File: src/rtl/sun2_prom_pkg.sv
// Shared definitions for the Sun-2 boot PROM sequencer: state encoding,
// idle strobe value, wait-count bounds and the byte-lane helper.
package sun2_prom_pkg;

    localparam logic [2:0] ST_IDLE    = 3'd0;
    localparam logic [2:0] ST_SETUP   = 3'd1;
    localparam logic [2:0] ST_ACCESS  = 3'd2;
    localparam logic [2:0] ST_LATCH   = 3'd3;
    localparam logic [2:0] ST_ACK     = 3'd4;
    localparam logic [2:0] ST_ERR     = 3'd5;
    localparam logic [2:0] ST_RECOVER = 3'd6;

    typedef enum logic [2:0] {
        IDLE    = ST_IDLE,
        SETUP   = ST_SETUP,
        ACCESS  = ST_ACCESS,
        LATCH   = ST_LATCH,
        ACK     = ST_ACK,
        ERR     = ST_ERR,
        RECOVER = ST_RECOVER
    } prom_state_e;

    // {ce_h_n, ce_l_n, oe_n} with both chips deselected
    localparam logic [2:0] STROBE_IDLE = 3'b111;

    localparam int WAIT_MIN = 1;
    localparam int WAIT_MAX = 15;

    // Unstrobed byte lanes read back as zero
    function automatic logic [15:0] lane_data(input logic [15:0] d,
                                              input logic       uds_n,
                                              input logic       lds_n);
        return {(uds_n ? 8'h00 : d[15:8]), (lds_n ? 8'h00 : d[7:0])};
    endfunction

endpackage

File: src/rtl/prom_wait_counter.sv
// 4-bit loadable down-counter with zero flag; times the PROM OE_n access window.
module prom_wait_counter (
    input  logic       clk,
    input  logic       reset_n,
    input  logic       load,
    input  logic       dec,
    input  logic [3:0] load_val,
    output logic       zero
);

    logic [3:0] count_r;

    // Count register: load has priority, decrement saturates at zero
    always_ff @(posedge clk or negedge reset_n) begin
        if (!reset_n) begin
            count_r <= 4'd0;
        end else if (load) begin
            count_r <= load_val;
        end else if (dec && (count_r != 4'd0)) begin
            count_r <= count_r - 4'd1;
        end else begin
            count_r <= count_r;
        end
    end

    assign zero = (count_r == 4'd0);

endmodule

File: src/rtl/sun2_bootprom_ctl.sv
// Bus-cycle sequencer for the Sun-2 27256 boot PROM pair (32K x 16).
// Build option: BOOT_OVERLAY_EN maps the PROM at low memory for the reset vector fetch.
module sun2_bootprom_ctl
    import sun2_prom_pkg::*;
#(
    parameter int WAIT_CYCLES  = 3,
    parameter int BOOT_FETCHES = 4
) (
    input  logic        clk,
    input  logic        reset_n,
    input  logic        req,
    input  logic        wr,
    input  logic        uds_n,
    input  logic        lds_n,
    input  logic [14:0] word_addr,
    input  logic        low_req,
    output logic [14:0] prom_a,
    output logic        prom_ce_h_n,
    output logic        prom_ce_l_n,
    output logic        prom_oe_n,
    input  logic [15:0] prom_d,
    output logic [15:0] rdata,
    output logic        ack,
    output logic        berr,
    output logic        boot_active
);

    localparam logic [3:0] WAIT_LOAD = 4'(WAIT_CYCLES - 1);

    prom_state_e state_r, state_nxt;
    logic        start_s, active_s, hold_s, cnt_zero_s;
    logic        lane_h_s, lane_l_s;
    logic [2:0]  strobe_nxt, strobe_r;
    logic [14:0] prom_a_r;
    logic [15:0] rdata_r;
    logic        ack_r, berr_r, uds_lat_r, lds_lat_r;

    prom_wait_counter u_wait (
        .clk      (clk),
        .reset_n  (reset_n),
        .load     (state_r == SETUP),
        .dec      (state_r == ACCESS),
        .load_val (WAIT_LOAD),
        .zero     (cnt_zero_s)
    );

`ifdef BOOT_OVERLAY_EN
    logic       boot_active_r, low_cyc_r;
    logic [7:0] boot_cnt_r;

    assign active_s    = req | (boot_active_r & low_req);
    // An overlay cycle is held by low_req just as a normal one is held by req
    assign hold_s      = req | (low_cyc_r & low_req);
    assign boot_active = boot_active_r;

    // Overlay arm flag and remaining vector-fetch count
    always_ff @(posedge clk or negedge reset_n) begin
        if (!reset_n) begin
            boot_active_r <= 1'b1;
            boot_cnt_r    <= 8'(BOOT_FETCHES);
            low_cyc_r     <= 1'b0;
        end else begin
            if ((state_r == IDLE) && (state_nxt != IDLE)) begin
                low_cyc_r <= boot_active_r & low_req;
            end
            if ((state_r == ACK) && (state_nxt != ACK) && low_cyc_r && boot_active_r) begin
                boot_cnt_r <= boot_cnt_r - 8'd1;
                if (boot_cnt_r == 8'd1) begin
                    boot_active_r <= 1'b0;
                end
            end
        end
    end
`else
    assign active_s    = req;
    assign hold_s      = req;
    // low_req and BOOT_FETCHES have no function without the overlay
    assign boot_active = 1'b0 & low_req & (BOOT_FETCHES != 0);
`endif

    // Next-state decode
    always_comb begin
        state_nxt = state_r;
        start_s   = 1'b0;
        case (state_r)
            IDLE: begin
                if (active_s && wr) begin
                    state_nxt = ERR;
                end else if (active_s) begin
                    state_nxt = SETUP;
                    start_s   = 1'b1;
                end else begin
                    state_nxt = IDLE;
                end
            end
            SETUP:   state_nxt = hold_s ? ACCESS : RECOVER;
            ACCESS: begin
                if (!hold_s) begin
                    state_nxt = RECOVER;
                end else if (cnt_zero_s) begin
                    state_nxt = LATCH;
                end else begin
                    state_nxt = ACCESS;
                end
            end
            LATCH:   state_nxt = hold_s ? ACK : RECOVER;
            ACK:     state_nxt = hold_s ? ACK : RECOVER;
            ERR:     state_nxt = hold_s ? ERR : RECOVER;
            RECOVER: state_nxt = IDLE;
            default: state_nxt = IDLE;
        endcase
    end

    // Strobes for the state being entered; lane enables come straight from the bus on cycle start
    always_comb begin
        strobe_nxt = STROBE_IDLE;
        lane_h_s   = start_s ? uds_n : uds_lat_r;
        lane_l_s   = start_s ? lds_n : lds_lat_r;
        case (state_nxt)
            SETUP:              strobe_nxt = {lane_h_s, lane_l_s, 1'b1};
            ACCESS, LATCH, ACK: strobe_nxt = {lane_h_s, lane_l_s, 1'b0};
            default:            strobe_nxt = STROBE_IDLE;
        endcase
    end

    // State, address, data and handshake registers
    always_ff @(posedge clk or negedge reset_n) begin
        if (!reset_n) begin
            state_r   <= IDLE;
            prom_a_r  <= 15'h0000;
            strobe_r  <= STROBE_IDLE;
            rdata_r   <= 16'h0000;
            ack_r     <= 1'b0;
            berr_r    <= 1'b0;
            uds_lat_r <= 1'b1;
            lds_lat_r <= 1'b1;
        end else begin
            state_r  <= state_nxt;
            strobe_r <= strobe_nxt;
            ack_r    <= (state_nxt == ACK);
            berr_r   <= (state_r == ERR) && (state_nxt == ERR);
            if (start_s) begin
                prom_a_r  <= word_addr;
                uds_lat_r <= uds_n;
                lds_lat_r <= lds_n;
            end
            if ((state_r == LATCH) && (state_nxt == ACK)) begin
                rdata_r <= lane_data(prom_d, uds_lat_r, lds_lat_r);
            end
        end
    end

    assign prom_a      = prom_a_r;
    assign prom_ce_h_n = strobe_r[2];
    assign prom_ce_l_n = strobe_r[1];
    assign prom_oe_n   = strobe_r[0];
    assign rdata       = rdata_r;
    assign ack         = ack_r;
    assign berr        = berr_r;

endmodule
File: config.mk
export PLATFORM = sky130hd
export DESIGN_NAME = sun2_bootprom_ctl
export DESIGN_NICKNAME = d
export VERILOG_FILES = /design/src/rtl/sun2_prom_pkg.sv /design/src/rtl/prom_wait_counter.sv /design/src/rtl/sun2_bootprom_ctl.sv
export SDC_FILE = /design/constraint.sdc
export NUM_CORES = 1
export LEC_CHECK = 0
export ABC_AREA = 0
export BUFFER_PORTS_ARGS = -buffer_cell sky130_fd_sc_hd__buf_4
export CELL_PAD_IN_SITES_DETAIL_PLACEMENT = 0
export CELL_PAD_IN_SITES_GLOBAL_PLACEMENT = 2
export CORE_MARGIN = 2
export CORE_UTILIZATION = 32
export DETAILED_ROUTE_END_ITERATION = 6
export PLACE_DENSITY = 0.9
export SETUP_SLACK_MARGIN = 0.5
export SLEW_MARGIN = 25
export SYNTH_ARGS = -nofsm -noshare
export SYNTH_HDL_FRONTEND = slang
export SYNTH_SLANG_ARGS = --single-unit
File: constraint.sdc
create_clock -name clk -period 3.8 [get_ports clk]
set_input_delay 0.19 -clock clk [delete_from_list [all_inputs] [get_ports clk]]
set_output_delay 0.19 -clock clk [all_outputs]
set_load 0.02 [all_outputs]
After elaboration in Yosys (flattened, before gate mapping). Index checks and enable logic that the tools add are counted.

Add/subtract/negate cells: 1. Equal/unequal tests: 10. Multiplexer cells: 18. Reduce and logical (&&, ||, !) cells: 10.

Operators with widths (count): 8-bit two-way mux (2); 3-bit one-hot mux with 5 select lines (1); 3-bit by 2-bit equality test with 1-bit output, second input constant (4); 3-bit equality test, second input constant (4); 3-bit two-way mux (3); 4-bit two-way mux (2); 1-bit two-way mux (7); 3-bit by 1-bit equality test with 1-bit output, second input constant (2); 3-bit one-hot mux with 2 select lines (1); 1-bit logical AND (4); 4-bit zero test (1); 2-bit two-way mux (2); 4-bit nonzero test (1); 4-bit by 1-bit subtractor with 4-bit output, second input constant (1); 3-bit zero test (1); 3-bit OR reduction (1); 2-bit nonzero test (1); 2-bit OR reduction (1).

Bits in registers: 45. Input bits: 38. Output and inout bits: 37. Logic and storage cells: 48.

Longest topological paths before layout. Gate-level depths: netlist of run 1.

Depth after elaboration: 7. Depth in mapped cells: 6. Gate-level depth less buffers: 5.

Modules after synthesis. Synthesis of run 1 repeated with hierarchy kept, for this count alone.

Cells, all modules: 171. Area, all modules: 1974.4 µm².

By module, submodules not included: sun2_bootprom_ctl (times used 1, cells an instance 144, area an instance 1704.1 µm², sequential area each 1032.2 µm²); prom_wait_counter (times used 1, cells an instance 27, area an instance 270.3 µm², sequential area each 100.1 µm²).

Worst setup path after synthesis of run 1. No wires, ideal clock.

Kind: register to register. From: register u_wait.count_r[0]. To: register u_wait.count_r[0]. Library setup time: 0.119 ns. Data arrival time: 1.372 ns. Required time: 3.681 ns. Slack: 2.309 ns. Stages on the path, launching flop included: 7. Path buffers: 1. Period minus slack after synthesis: 1.491 ns. Cell sequence: dfrtp_1 > inv_1 > ha_1 > or3b_1 > clkbuf_1 > and3_1 > o21a_1.

Longest elaborated chain between the ends: 3. Elaborated cells on any way between the ends: 6. Classes of those cells: add/sub: 1; mux: 2; reduce/logical: 3.

Ends and longest elaborated chain: start, declared (line prom_wait_counter.sv:11) `logic [3:0] count_r;`; start signal, assigned (line prom_wait_counter.sv:18) `count_r <= load_val;`; start signal, assigned (line prom_wait_counter.sv:20) `count_r <= count_r - 4'd1;`; start signal, assigned (line prom_wait_counter.sv:22) `count_r <= count_r;`; 4-bit by 1-bit subtractor with 4-bit output or 4-bit nonzero test (tied branches) (line prom_wait_counter.sv:20, prom_wait_counter.sv:19); 4-bit two-way mux or 1-bit logical AND (tied branches) (line prom_wait_counter.sv:19) `end else if (dec && (count_r != 4'd0)) begin`; 4-bit two-way mux or 2-bit nonzero test (tied branches).

Several ways; a longest one is shown, not always the timed one. The select of a mux whose other input is x is not followed. A chain may end at the register's enable or synchronous reset.

Worst setup path after layout of run 1.
From: register state_r[0]. To: register prom_a_r[11], in the netlist prom_a[11].

Longest elaborated chain between the ends: 2.

Ends and longest elaborated chain: start, declared (line sun2_bootprom_ctl.sv:30) `prom_state_e state_r, state_nxt;`; start signal, assigned (line sun2_bootprom_ctl.sv:138) `state_r <= state_nxt;`; 3-bit zero test (line sun2_bootprom_ctl.sv:85) `case (state_r)`; 1-bit two-way mux (line sun2_bootprom_ctl.sv:85); end signal, assigned (line sun2_bootprom_ctl.sv:143) `prom_a_r <= word_addr;`; end, declared (line sun2_bootprom_ctl.sv:34) `logic [14:0] prom_a_r;`.

No other way between the ends.

==> results of run 1 <==
-- state kept, by name, summed over array words and instances, names as in the netlist --
name and flops:
rdata 16, ack 1, lds_lat_r 1, prom_a 15, berr 1, state_r 3
strobe_r 3, u_wait.count_r 4, uds_lat_r 1
-- worst paths after layout --
kind                                   start  depth (start not counted)           endpoint  slack [ns]
max in group asynchronous            reset_n                          2               berr        2.98
min                             word_addr[8]                          2          prom_a[8]        0.11
min reg2reg                u_wait.count_r[3]                          1  u_wait.count_r[3]        0.48
max                               state_r[0]                          3         prom_a[11]        2.20
max reg2reg                       state_r[0]                          3         prom_a[11]        2.20
min in group asynchronous            reset_n                          2          prom_a[1]        0.42
-- cell usage in the layout, fill, tap and decap left out, types with 4 or more instances in the layout --
| cell type | count |
|---|---|
| nand2b_1 | 16 |
| dfrtp_1 | 40 |
| clkbuf_8 | 5 |
| mux2_2 | 7 |
| mux2_4 | 10 |
| buf_4 | 73 |
| nand2_1 | 19 |
| o21ai_0 | 17 |
| dfstp_2 | 5 |
| a21oi_1 | 4 |
-- layout make-up --
cell class                      count  share of cell area [%]
Sequential cell                    45                    41.7
Multi-Input combinational cell    115                    30.6
Timing Repair Buffer               74                    20.6
Tap cell                           77                    3.55
Clock buffer                        5                    2.53
Clock inverter                      3                   0.829
Inverter                            2                   0.276
-- power breakdown --
group          switching, mW  internal, mW  total, mW
Sequential             0.213         0.716      0.928
Clock                  0.168         0.131      0.299
Combinational          0.466         0.517      0.983
-- worst register-to-register path: cells and delay by family, from the launching register on --
kind             cells  cell delay [ns]
DFF                  1             0.61
muxes                1             0.39
and+or+nand+nor      2             0.49
-- cell families (layout without fill, tap and decap cells) --
group                      after synthesis  count (layout)  share of synthesized area [%]
and+or+nand+nor                         60              60                           17.7
DFF                                     45              45                           54.9
AOI/OAI and AO/OA                       33              33                           9.23
muxes                                   19              19                           12.1
buffers and inverters                   17              84                           4.80
adders and majority gates                1               1                          0.607
other                                    1               1                          0.182
xor gates and xnor gates                 1               1                          0.425
-- layer usage --
layer / vias up / global-route usage (%)
met2: 52 / 19.3
met4: 0 / 6.16
met5: - / 0
li1: 730 / -
met1: 716 / 15.5
met3: 6 / 3.93
-- through the flow --
| step | hold WS (ns) | power [mW] | cell area [um^2] |
|---|---|---|---|
| after floorplan | -0.106 | 1.58 | 2060 |
| after global placement | 0.237 | 1.91 | 2610 |
| after detailed placement | 0.241 | 1.94 | 2610 |
| after CTS | 0.0985 | 2.25 | 2720 |
| after global routing | 0.0997 | 2.38 | 2720 |
| final | 0.110 | 2.21 | 2720 |
-- timing repair --
| action | in CTS | in global routing |
|---|---|---|
| buffers inserted | 0 | 0 |
| hold buffers | 1 | 0 |
| hold endpoints to repair | 40 | 0 |
==> impl_results.md, run 1 <==
- CTS tree: done
- Total negative slack: 0 ns
- # fillers: 619
- Post-synth top flop: dfrtp_1
- Initial Utilization: 32.8%
- Minimum clock period: 1.60 ns
- Max FO, Critical Path: 19
- Post-DP HPWL: 2.78 mm
- Clk_lat worst skew: 0.30 ns
- Power density cells: 814 nW/um^2
- PortBufs: 72
- Synth-to-Final Area Change: 31.8%
- Synth top area share: 48.6%
- DRT Pass-1 Iters: 4
- GP Congestion: 0.744
- CP cell instances: nor2_4, nand3_4, mux2_4
- Critical Path Start Type: flip-flop
- Pre-CTS setup slack: 2.19 ns
- Synth cell count leaders: dfrtp_1, nand2_1, o21ai_0
- Post-synth ARST share: 100%
- Yosys reg bits: 45
- Number of synthesized flops with an enable pin: 0
- Total wire length: 4.05 mm
- GRT Overall Usage: 12.4%
- Met1 WL: 1.73 mm
- PostCTS Resize Cnt: 0
- Synth cell types: 39
- Die area: 7100 um^2
- Final Util: 43.3%
- CTS Root Cell: clkbuf_8
- Worst Setup Slack, final: 2.20 ns
- Rows: 29
- Status: finished, final reports clean
- Drt via density: 4.69
- Final Hold Viols: 0
- Met3 wire len: 335 um
- Die boundary height: 84.3 um
- F_max: 626 MHz
- RSZ-0062 raised after global routing: false
- Die Wd: 84.3 um
- Initial antenna violation count: 0
- Vias in the first global route: 1,509
- Most numerous cell in the Yosys netlist: dfrtp_1
- Min-delay worst type: in -> reg
- Max layer used: met4
- Met2 Wirelength: 1.92 mm
- Top area cells in the synthesized netlist: dfrtp_1, mux2_4, dfstp_2, nand2b_1, o21ai_0
- FF/Latch Area: 1130 um^2
- Antenna Cells: 0
- Synth warnings: 0
- Synthesized area per cell: 11.6 um^2
- Final period util: 42.0%
- Seq/Total Area, Yosys: 54.9%
- Clock transition at path regs: 0.09 ns
- Setup crit end kind: flip-flop
- Crit path buf inv count: 0
- Synth Instances: 177
- I/O Pins: 75
- Multi-input gate area: 830 um^2
- CP max-delay cell: dfrtp_1
- CTS H-Tree Depth: 2
- Fin. max-slew vios: 0
- CTS Sinks: 45
- Leakage: 1.33 nW
- Clock Skew: 0.00809 ns
- Total number of vias: 1,504
- Maximum clock insertion buffer count: 2
- Slew headroom: 59.4%
- Nets: 282
- Endpoints failing setup: 0
- Crit Path Class: reg -> reg
- Post-Synthesis Cell Area: 2060 um^2
- WP data required: 3.99 ns
- Post-DRT Antenna Nets: 0
- Yosys top cell by area: dfrtp_1
- Worst slew pin tran: 0.609 ns
- Worst path max stage delay: 0.61 ns
- Remaining Overflow, GRT: 0
- Share of layout cells above drive strength 1: 44.3%
- Non-filler instance count after layout: 321
- Synth Net Count: 216
- Maxcap violations: 0
- DRC errors left: 0
- Core Footprint: 6280 um^2
- Worst vdd ir: 0.335 mV
- TritonCTS Buffers: 5
- First-pass GRT wire length: 7.00 mm
- CP delay by family, top: flip-flops
- DR iter-0 viols: 106
- Crit path arrival time: 1.79 ns
- Largest net degree at the start of global routing: 46
- Cells after DPL: 312
- Post-DR wirelength/cell: 12.6 um
Power figures use the tool's default switching activity.
==> inputs of run 2 (changes only) <==
CORE_UTILIZATION = 30   (was 32)
PLACE_DENSITY = 0.85   (was 0.9)
clock period = 1.66 ns   (was 3.8 ns; I/O delays follow)
==> run 2 against run 1 <==
- clock skew decreased by 0.0020 ns
- critical endpoint is now u_wait.count_r[0]
- wire length increased by 28%
- critical path type unchanged
- core utilization increased by 8.3 points
==> impl_results.md, run 2 (same netlist as run 1, synthesis figures left out) <==
- Power density cells: 1890 nW/um^2
- TritonCTS Buffers: 5
- Critical Path Start Type: flip-flop
- Largest net degree at the start of global routing: 46
- PortBufs: 72
- Initial Utilization: 30.7%
- Post-DP HPWL: 2.96 mm
- RR Startpoint: u_wait.count_r[1]
- Largest register FFs: 16
- Remaining Overflow, GRT: 0
- # fillers: 569
- Clk_lat worst skew: 0.30 ns
- Non-filler instance count after layout: 364
- Post-DR wirelength/cell: 14.2 um
- Clock transition at path regs: 0.09 ns
- DR iter-0 viols: 49
- CTS Sinks: 45
- Crit path arrival time: 1.62 ns
- Drt via density: 4.58
- Endpoints failing setup: 0
- Maxcap violations: 0
- Min-delay worst type: in -> reg
- Die boundary height: 86.9 um
- F_max: 701 MHz
- Max FO, Critical Path: 7
- Crit Path Class: reg -> reg
- Reg-to-reg slack, setup: 0.23 ns
- Minimum clock period: 1.43 ns
- Final period util: 85.9%
- GP Congestion: 0.668
- Clock Skew: 0.00609 ns
- CTS tree: done
- Initial antenna violation count: 0
- Fin. max-slew vios: 0
- Synth-to-Final Area Change: 67.9%
- Worst slew pin tran: 0.583 ns
- CTS H-Tree Depth: 2
- DRT Pass-1 Iters: 4
- Post-DRT Antenna Nets: 0
- Cells after DPL: 321
- Commonest non-fill, non-tap cell in the layout: buf_4
- I/O Pins: 75
- Total negative slack: 0 ns
- WHS Path Cells: 2
- Final Hold Viols: 0
- Overall Power: 6.53 mW
- Core Footprint: 6720 um^2
- Total wire length: 5.18 mm
- Total number of vias: 1,667
- Die Wd: 86.9 um
- Min-delay src: word_addr[13]
- Vias in the first global route: 1,697
- Rows: 30
- WP data required: 1.86 ns
- Maximum clock insertion buffer count: 2
- Setup crit end kind: flip-flop
- Hold path endpoint: prom_a[13]
- Critical R2R Capture: u_wait.count_r[0]
- Worst vdd ir: 0.722 mV
- Slew headroom: 61.1%
- Die area: 7550 um^2
- DRC errors left: 0
- Commonest non-fill, non-tap cells in the layout: buf_4, dfrtp_1, nand2b_1, dlygate4sd3_1
- Status: finished, final reports clean
- Leakage: 1.63 nW
- Nets: 322
- GRT Overall Usage: 14.1%
- Worst Reg-to-Reg Cells: 5
- First-pass GRT wire length: 8.27 mm
- RSZ-0062 raised after global routing: true
- Antenna Cells: 0
- Share of layout cells above drive strength 1: 62.3%
- CTS Root Cell: clkbuf_8
run 2: cell count changes in the layout (fill, tap and decap cells not counted), moves of 4 or more:
cell           before  now
o21ai_0            17    1
o21ai_1             3    8
o21ai_2             0   11
dlygate4sd3_1       1   13
nand2_2             0    4
buf_4              73   83
buf_6               0   12
nand2_1            19    3
nand2_4             0   12
run 2: per-stage QoR:
| stage | instance area (um^2) | worst slack, ns | util, % | hold slack (ns) |
|---|---|---|---|---|
| floorplan | 2100 | 0.204 | - | -0.213 |
| global placement | 2670 | 0.139 | 39.8 | 0.133 |
| detailed placement | 2670 | 0.124 | 39.8 | 0.131 |
| CTS | 3320 | 0.222 | 49.4 | 0.000265 |
| global route | 3460 | 0.182 | 51.5 | 0.00323 |
| finish | 3460 | 0.234 | 51.5 | 0.00976 |
run 2: worst max-delay path by stage:
stage / from / to / slack (ns)
floorplan: u_wait.count_r[1] / u_wait.count_r[0] / 0.20
CTS: u_wait.count_r[0] / u_wait.count_r[0] / 0.22
finish: u_wait.count_r[1] / u_wait.count_r[0] / 0.23
global route: u_wait.count_r[0] / u_wait.count_r[0] / 0.18
detailed placement: state_r[0] / u_wait.count_r[3] / 0.12
global placement: state_r[0] / u_wait.count_r[2] / 0.14
run 2: repair_timing:
item,in CTS,in global routing
endpoints found under the hold margin,52,0
gates cloned,3,0
hold buffers,13,0
setup endpoints to repair,43,43
resized for setup,44,29
setup buffers,17,2
pin swaps,20,19
run 2: critical path, cell delays in order (launching register included):
cell	delay (ns)
dfrtp_1	0.40
inv_2	0.08
ha_4	0.12
or3b_4	0.41
and3_4	0.16
o21a_1	0.15
run 2: layout make-up:
cell class	instances	area, um^2	share of cell area (%)
inverters	2	7.51	0.217
clock buffers	5	68.8	1.99
flip-flops and latches	45	1140	32.8
multi-input cells	115	1050	30.3
well taps	80	100	2.89
clock inverters	3	68.8	1.99
repair buffers	114	1030	29.8
run 2: per-layer routing:
layer | routed length, um | global-route usage (%) | vias up
li1 | - | - | 815
met5 | 0 | 0 | -
met2 | 2430 | 21.7 | 46
met1 | 2440 | 19.5 | 799
met4 | 72 | 5.11 | 0
met3 | 248 | 3.13 | 7
run 2: power by group:
group          total, mW  switching (mW)  internal, mW
sequential          2.06           0.413          1.65
clock               1.01           0.405         0.606
combinational       3.45            1.55          1.90
